$ cat config.mk
export PLATFORM = sky130hd
export DESIGN_NAME = sd_emmc_ddr_tx_seq
export DESIGN_NICKNAME = d
export VERILOG_FILES = /design/src/rtl/sd_emmc_ddr_pkg.sv /design/src/rtl/sd_emmc_crc16_ser.sv /design/src/rtl/sd_emmc_ddr_tx_seq.sv
export SDC_FILE = /design/constraint.sdc
export NUM_CORES = 1
export LEC_CHECK = 0
export BUFFER_PORTS_ARGS = -buffer_cell sky130_fd_sc_hd__buf_2
export CELL_PAD_IN_SITES_DETAIL_PLACEMENT = 0
export CELL_PAD_IN_SITES_GLOBAL_PLACEMENT = 2
export CORE_ASPECT_RATIO = 1.25
export CORE_UTILIZATION = 32
export DETAILED_ROUTE_END_ITERATION = 12
export PLACE_DENSITY = 0.93
export SLEW_MARGIN = 25
export SYNTH_ARGS = -nofsm -noshare
export SYNTH_HDL_FRONTEND = slang
export SYNTH_SLANG_ARGS = --single-unit
$ cat constraint.sdc
create_clock -name clock -period 6.2 [get_ports clock]
set_clock_uncertainty 0.05 [all_clocks]
set_input_delay 0.62 -clock clock [delete_from_list [all_inputs] [get_ports clock]]
set_output_delay 0.62 -clock clock [all_outputs]
set_load 0.03 [all_outputs]
$ cat src/rtl/sd_emmc_ddr_pkg.sv
// Shared constants and state encoding for the eMMC DDR write-data sequencer.
package sd_emmc_ddr_pkg;

  typedef enum logic [2:0] {
    ST_IDLE  = 3'd0,
    ST_WAIT  = 3'd1,
    ST_START = 3'd2,
    ST_DATA  = 3'd3,
    ST_CRC   = 3'd4,
    ST_END   = 3'd5,
    ST_GAP   = 3'd6
  } state_t;

  localparam logic [15:0] CRC16_POLY = 16'h1021;
  localparam logic [7:0]  START_BYTE = 8'h00;
  localparam logic [7:0]  IDLE_BYTE  = 8'hFF;
  localparam int          CRC_LEN    = 16;

endpackage

$ cat src/rtl/sd_emmc_crc16_ser.sv
// Bit-serial CRC16-CCITT for one DAT line stream; after the data phase the
// remainder is shifted out MSB first on dout.
module sd_emmc_crc16_ser
  import sd_emmc_ddr_pkg::*;
(
  input  logic clock,
  input  logic reset,
  input  logic clear,
  input  logic enable,
  input  logic din,
  input  logic shift,
  output logic dout
);

  logic [15:0] crc;

  always_ff @(posedge clock or posedge reset) begin
    if (reset) begin
      crc <= '0;
    end else if (clear) begin
      crc <= '0;
    end else if (enable) begin
      crc <= {crc[14:0], 1'b0} ^ ({16{crc[15] ^ din}} & CRC16_POLY);
    end else if (shift) begin
      crc <= {crc[14:0], 1'b0};
    end
  end

  assign dout = crc[15];

endmodule

$ cat src/rtl/sd_emmc_ddr_tx_seq.sv
// 8-bit DDR eMMC write-block sequencer feeding the per-bit ODDR stage.
// Define SD_EMMC_DDR_TX_CRC_EN to build the per-line CRC16 phase; without it DATA goes straight to END.
module sd_emmc_ddr_tx_seq
  import sd_emmc_ddr_pkg::*;
#(
  parameter int BLK_LEN_W = 12,
  parameter int BLK_CNT_W = 16,
  parameter int GAP_CYC   = 2
) (
  input  logic                 clock,
  input  logic                 reset,
  input  logic                 start,
  input  logic                 abort,
  input  logic [BLK_LEN_W-1:0] blk_len,
  input  logic [BLK_CNT_W-1:0] blk_cnt,
  input  logic [31:0]          fifo_data,
  input  logic                 fifo_empty,
  output logic                 fifo_rd,
  output logic [7:0]           d1_out,
  output logic [7:0]           d2_out,
  output logic                 dat_oe,
  output logic                 busy,
  output logic                 done,
  output logic                 underrun,
  output logic [2:0]           fsm_state
);

`ifdef SD_EMMC_DDR_TX_CRC_EN
  localparam state_t AFTER_DATA = ST_CRC;
`else
  localparam state_t AFTER_DATA = ST_END;
`endif

  state_t               state, state_nx;
  logic [BLK_LEN_W-1:0] cnt, len_q;
  logic [BLK_CNT_W-1:0] blk_left;
  logic                 underrun_q, done_q;
  logic                 h, last_pair, accept, starve;
  logic [7:0]           rise_byte, fall_byte, crc_rise, crc_fall;

  // cnt is the byte count inside DATA, so bit 1 is the half-word select.
  assign h         = cnt[1];
  assign last_pair = (cnt + BLK_LEN_W'(2)) == len_q;
  assign accept    = (state == ST_IDLE) && start && !abort;
  assign starve    = (state == ST_DATA) && !h && fifo_empty;
  assign rise_byte = h ? fifo_data[15:8] : fifo_data[31:24];
  assign fall_byte = h ? fifo_data[7:0]  : fifo_data[23:16];

  always_ff @(posedge clock or posedge reset) begin
    if (reset) state <= ST_IDLE;
    else       state <= state_nx;
  end

  always_comb begin
    state_nx = state;
    if (abort) begin
      state_nx = ST_IDLE;
    end else begin
      case (state)
        ST_IDLE:  if (start) state_nx = ST_WAIT;
        ST_WAIT:  if (!fifo_empty) state_nx = ST_START;
        ST_START: state_nx = ST_DATA;
        ST_DATA: begin
          if (starve)                state_nx = ST_IDLE;
          else if (h && last_pair)   state_nx = AFTER_DATA;
        end
        ST_CRC:   if (cnt == BLK_LEN_W'(CRC_LEN - 1)) state_nx = ST_END;
        ST_END:   state_nx = (blk_left == BLK_CNT_W'(1)) ? ST_IDLE : ST_GAP;
        ST_GAP:   if (cnt == BLK_LEN_W'(GAP_CYC - 1)) state_nx = ST_WAIT;
        default:  state_nx = ST_IDLE;
      endcase
    end
  end

  always_comb begin
    d1_out  = IDLE_BYTE;
    d2_out  = IDLE_BYTE;
    dat_oe  = 1'b0;
    fifo_rd = 1'b0;
    case (state)
      ST_WAIT, ST_END, ST_GAP: dat_oe = 1'b1;
      ST_START: begin
        d1_out = START_BYTE;
        d2_out = START_BYTE;
        dat_oe = 1'b1;
      end
      ST_DATA: begin
        if (!starve) begin
          d1_out  = rise_byte;
          d2_out  = fall_byte;
          dat_oe  = 1'b1;
          fifo_rd = h && !fifo_empty;
        end
      end
      ST_CRC: begin
        d1_out = crc_rise;
        d2_out = crc_fall;
        dat_oe = 1'b1;
      end
      default: ;
    endcase
  end

  // Shared phase counter: bytes in DATA, cycles in CRC and GAP.
  always_ff @(posedge clock or posedge reset) begin
    if (reset) begin
      cnt <= '0;
    end else if (state_nx != state) begin
      cnt <= '0;
    end else if (state == ST_DATA) begin
      cnt <= cnt + BLK_LEN_W'(2);
    end else if (state == ST_CRC || state == ST_GAP) begin
      cnt <= cnt + BLK_LEN_W'(1);
    end
  end

  always_ff @(posedge clock or posedge reset) begin
    if (reset) begin
      len_q      <= '0;
      blk_left   <= '0;
      underrun_q <= 1'b0;
      done_q     <= 1'b0;
    end else begin
      done_q <= 1'b0;
      if (accept) begin
        len_q      <= blk_len;
        blk_left   <= blk_cnt;
        underrun_q <= 1'b0;
      end
      if (!abort) begin
        if (starve) underrun_q <= 1'b1;
        if (state == ST_END) begin
          blk_left <= blk_left - BLK_CNT_W'(1);
          done_q   <= (blk_left == BLK_CNT_W'(1));
        end
      end
    end
  end

`ifdef SD_EMMC_DDR_TX_CRC_EN
  logic crc_clear, crc_en, crc_shift;

  assign crc_clear = (state == ST_START);
  assign crc_en    = (state == ST_DATA) && !starve;
  assign crc_shift = (state == ST_CRC);

  for (genvar i = 0; i < 8; i++) begin : g_line
    sd_emmc_crc16_ser u_crc_rise (
      .clock  (clock),
      .reset  (reset),
      .clear  (crc_clear),
      .enable (crc_en),
      .din    (rise_byte[i]),
      .shift  (crc_shift),
      .dout   (crc_rise[i])
    );
    sd_emmc_crc16_ser u_crc_fall (
      .clock  (clock),
      .reset  (reset),
      .clear  (crc_clear),
      .enable (crc_en),
      .din    (fall_byte[i]),
      .shift  (crc_shift),
      .dout   (crc_fall[i])
    );
  end
`else
  assign crc_rise = IDLE_BYTE;
  assign crc_fall = IDLE_BYTE;
`endif

  assign busy      = (state != ST_IDLE);
  assign done      = done_q;
  assign underrun  = underrun_q;
  assign fsm_state = state;

endmodule

==> flow_summary_export.csv <==
group,metric,value,unit
outcome,status,"finished clean",
worst_setup_path,end_kind,"flip-flop",
worst_setup_path,critPathKind,"reg -> reg",
yosys,syn_nets,454,
cells_and_area,fin_cells,584,
yosys,seq_area_frac_synth,36.2,%
sta,slew_headroom,42.2,%
placement,place_area,3660,sq um
cells_and_area,seq_area,1130,sq um
global_route,track_usage,17.4,%
cells_and_area,antenna_cells,0,
global_route,grt_pass1_vias,2936,
global_route,overflow,0,
cells_and_area,final_util,41.2,%
global_route,antenna_found_initial,0,
route,first_pass_iters,4,
cells_and_area,final_nets,530,
global_route,grt_use_met3,2.30,%
yosys,synth_warnings,0,
route,vias_per_cell,5.14,
route,detail-route-antenna-nets,0,
clock_network,clk_latency,0.28,ns
global_route,grt_max_degree,46,
sta,worst_pin_slew,0.861,ns
sta,finalSetupViolations,0,
sta,drv_slew,0,
cells_and_area,n_fill_cell,1015,
clock_network,cts_inserted_buffers,5,
yosys,async_reset_ff_share,100,%
sta,clock.fmax,0.318,GHz
clock_network,cts_tree,"built",
worst_setup_path,startpoint_type,"flip-flop",
floorplanning,fp.coreArea,9270,sq um
clock_network,hold_buffers,0,
route,drcViolationCount,0,
worst_setup_path,required,6.28,ns
power_and_ir_drop,peakVddDrop,0.145,mV
yosys,ys_seq_elements,45,
cells_and_area,multi_input_area,1850,sq um
placement,portBuffers,88,
floorplanning,io_pins,89,
global_route,gr-max-usage-layer,"met2",
placement,gp_congestion,0.835,
clock_network,htree_levels,2,
power_and_ir_drop,p_per_area,234,nW/um^2
placement,dp_cells,576,
placement,dp_hpwl,6.44,mm
clock_network,clock_sinks,45,
clock_network,cts_resized,0,
floorplanning,rows,39,
floorplanning,fp.dieW,90.2,um
route,drt-wirelength-per-cell,14.9,um
global_route,met1_usage,22.9,%
floorplanning,die_h,112,um
route,wirelength,8.69,mm
clock_network,cts.clk_slew.worst_paths,0.07,ns
clock_network,clockBufferDepth,2,
cells_and_area,drive_gt1_share,24.5,%
sta,finalHoldViolations,0,
sta,timing.final.crit_share,50.7,%
yosys,synth_cells,384,
route,via_count,3001,
min_path,hold_path.class,"in -> async",
worst_setup_path,critPathArrivalTime,3.22,ns
global_route,use_met2,29.3,%
flow_run,maxCapViolCount,0,
power_and_ir_drop,p_leak,1.62,nW
yosys,synth_edf_count,0,
sta,fin_tns_setup,0,ns
floorplanning,dieArea,10100,sq um
power_and_ir_drop,total_power,0.892,mW
cells_and_area,final_area,3820,sq um
cells_and_area,mostFrequentLayoutCells,"buf_2 (88), nand2_1 (55), nor2_1 (50)",
global_route,grt_first_pass_wirelength,14.3,mm
cells_and_area,area_delta_synth_final,22.6,%
route,drtIter0Drc,249,
floorplanning,initial_core_util,33.6,%
sta,rsz0062_at_grt,"false",
worst_setup_path,worstPathMaxFanout,27,
clock_network,cts_setup_buffers,0,
sta,fin_crit,3.15,ns
yosys,syn_area,3110,sq um
yosys,synth.avg_cell_area,8.11,sq um
yosys,synth_top_flop_cell,"dfrtp_1",
cells_and_area,final_common_cell,"buf_2",
clock_network,clockRootBuffer,"clkbuf_16",
yosys,synthDistinctLibCells,57,
## worst paths after layout
path                           from   endpoint  slack [ns]  depth (start not counted)
max                          cnt[1]     cnt[4]        3.06                          9
min                           reset  len_q[11]        0.43                          3
max reg2reg                  cnt[1]     cnt[4]        3.06                          9
min reg2reg                underrun   underrun        0.44                          2
max in group asynchronous     reset   underrun        5.27                          3
min in group clock         underrun   underrun        0.44                          2
## worst max-delay path: stages (launching register included)
cell      delay [ns]
dfrtp_1         0.32
buf_4           0.34
ha_1            0.40
and4b_1         0.24
o2111a_1        0.17
o211ai_1        0.09
nor4_1          0.39
a21oi_1         0.15
o21ai_1         0.70
nor2_1          0.12
## layer usage
metal	wire (um)	part of all wire, %	vias up
li1	-	-	1507
met1	3990	46	1396
met2	4210	48	80
met3	254	2.9	18
met4	237	2.7	0
met5	0	0	-
## state kept, by name, indices dropped and copies added (netlist names)
| name | flops |
|---|---|
| cnt | 12 |
| blk_left | 16 |
| underrun | 1 |
| len_q | 12 |
| done | 1 |
| fsm_state | 3 |
## cells in the mapped netlist (2+ instances only)
| library cell | instances | share of area (%) |
|---|---|---|
| a211oi_1 | 3 | 0.72 |
| o211ai_1 | 2 | 0.48 |
| nor3_1 | 12 | 1.9 |
| nor4_1 | 8 | 1.6 |
| ha_1 | 5 | 2.0 |
| dfrtp_1 | 45 | 36 |
| xor2_1 | 7 | 2.0 |
| o21bai_1 | 5 | 1.2 |
| nor2_1 | 50 | 6.0 |
| a221o_1 | 3 | 0.96 |
| o31ai_1 | 3 | 0.72 |
| nand4_1 | 4 | 0.80 |
| nand3b_1 | 2 | 0.48 |
| inv_1 | 13 | 1.6 |
| nand2b_1 | 2 | 0.40 |
| xnor2_1 | 19 | 5.3 |
| a31oi_1 | 2 | 0.40 |
| and4b_1 | 2 | 0.64 |
| nor2b_1 | 5 | 1.0 |
| o221a_2 | 2 | 0.72 |
| nand3_1 | 12 | 1.9 |
| nand2_1 | 55 | 6.6 |
| o22ai_1 | 3 | 0.60 |
| nor4b_1 | 2 | 0.56 |
| clkbuf_1 | 22 | 2.7 |
| a21oi_1 | 20 | 3.2 |
| a311oi_1 | 3 | 0.84 |
| o21ai_0 | 25 | 4.0 |
| mux2i_1 | 17 | 5.5 |
| or4_1 | 2 | 0.48 |
| o21a_1 | 3 | 0.72 |
## cell families after synthesis
group / Yosys count / share of synthesized area [%]
simple gates: 168 / 26.3
compound gates: 85 / 17.8
flops: 45 / 36.2
buf+inv: 37 / 4.50
xor+xnor: 26 / 7.32
mux: 18 / 5.83
fa+ha+maj: 5 / 2.01
## layout make-up
class | count | share of cell area, %
clock inverters | 1 | 0.131
clock buffers | 7 | 4.00
well taps | 123 | 4.03
flip-flops and latches | 45 | 29.5
repair buffers | 93 | 12.5
multi-input cells | 302 | 48.5
inverters | 13 | 1.28
## power by group
part	switching (mW)	leakage (nW)	internal (mW)
combinational	0.123	0.977	0.0910
sequential	0.0568	0.564	0.338
clock	0.113	0.0799	0.171
total	0.293	1.62	0.599
## through the flow
step / hold WS [ns] / setup WS [ns]
5_1_grt: 0.471 / 2.74
3_3_place_gp: 0.413 / 3.14
3_5_place_dp: 0.420 / 3.04
6_report: 0.427 / 3.06
2_1_floorplan: 0.396 / 3.28
4_1_cts: 0.436 / 3.02
Power figures use the tool's default switching activity.
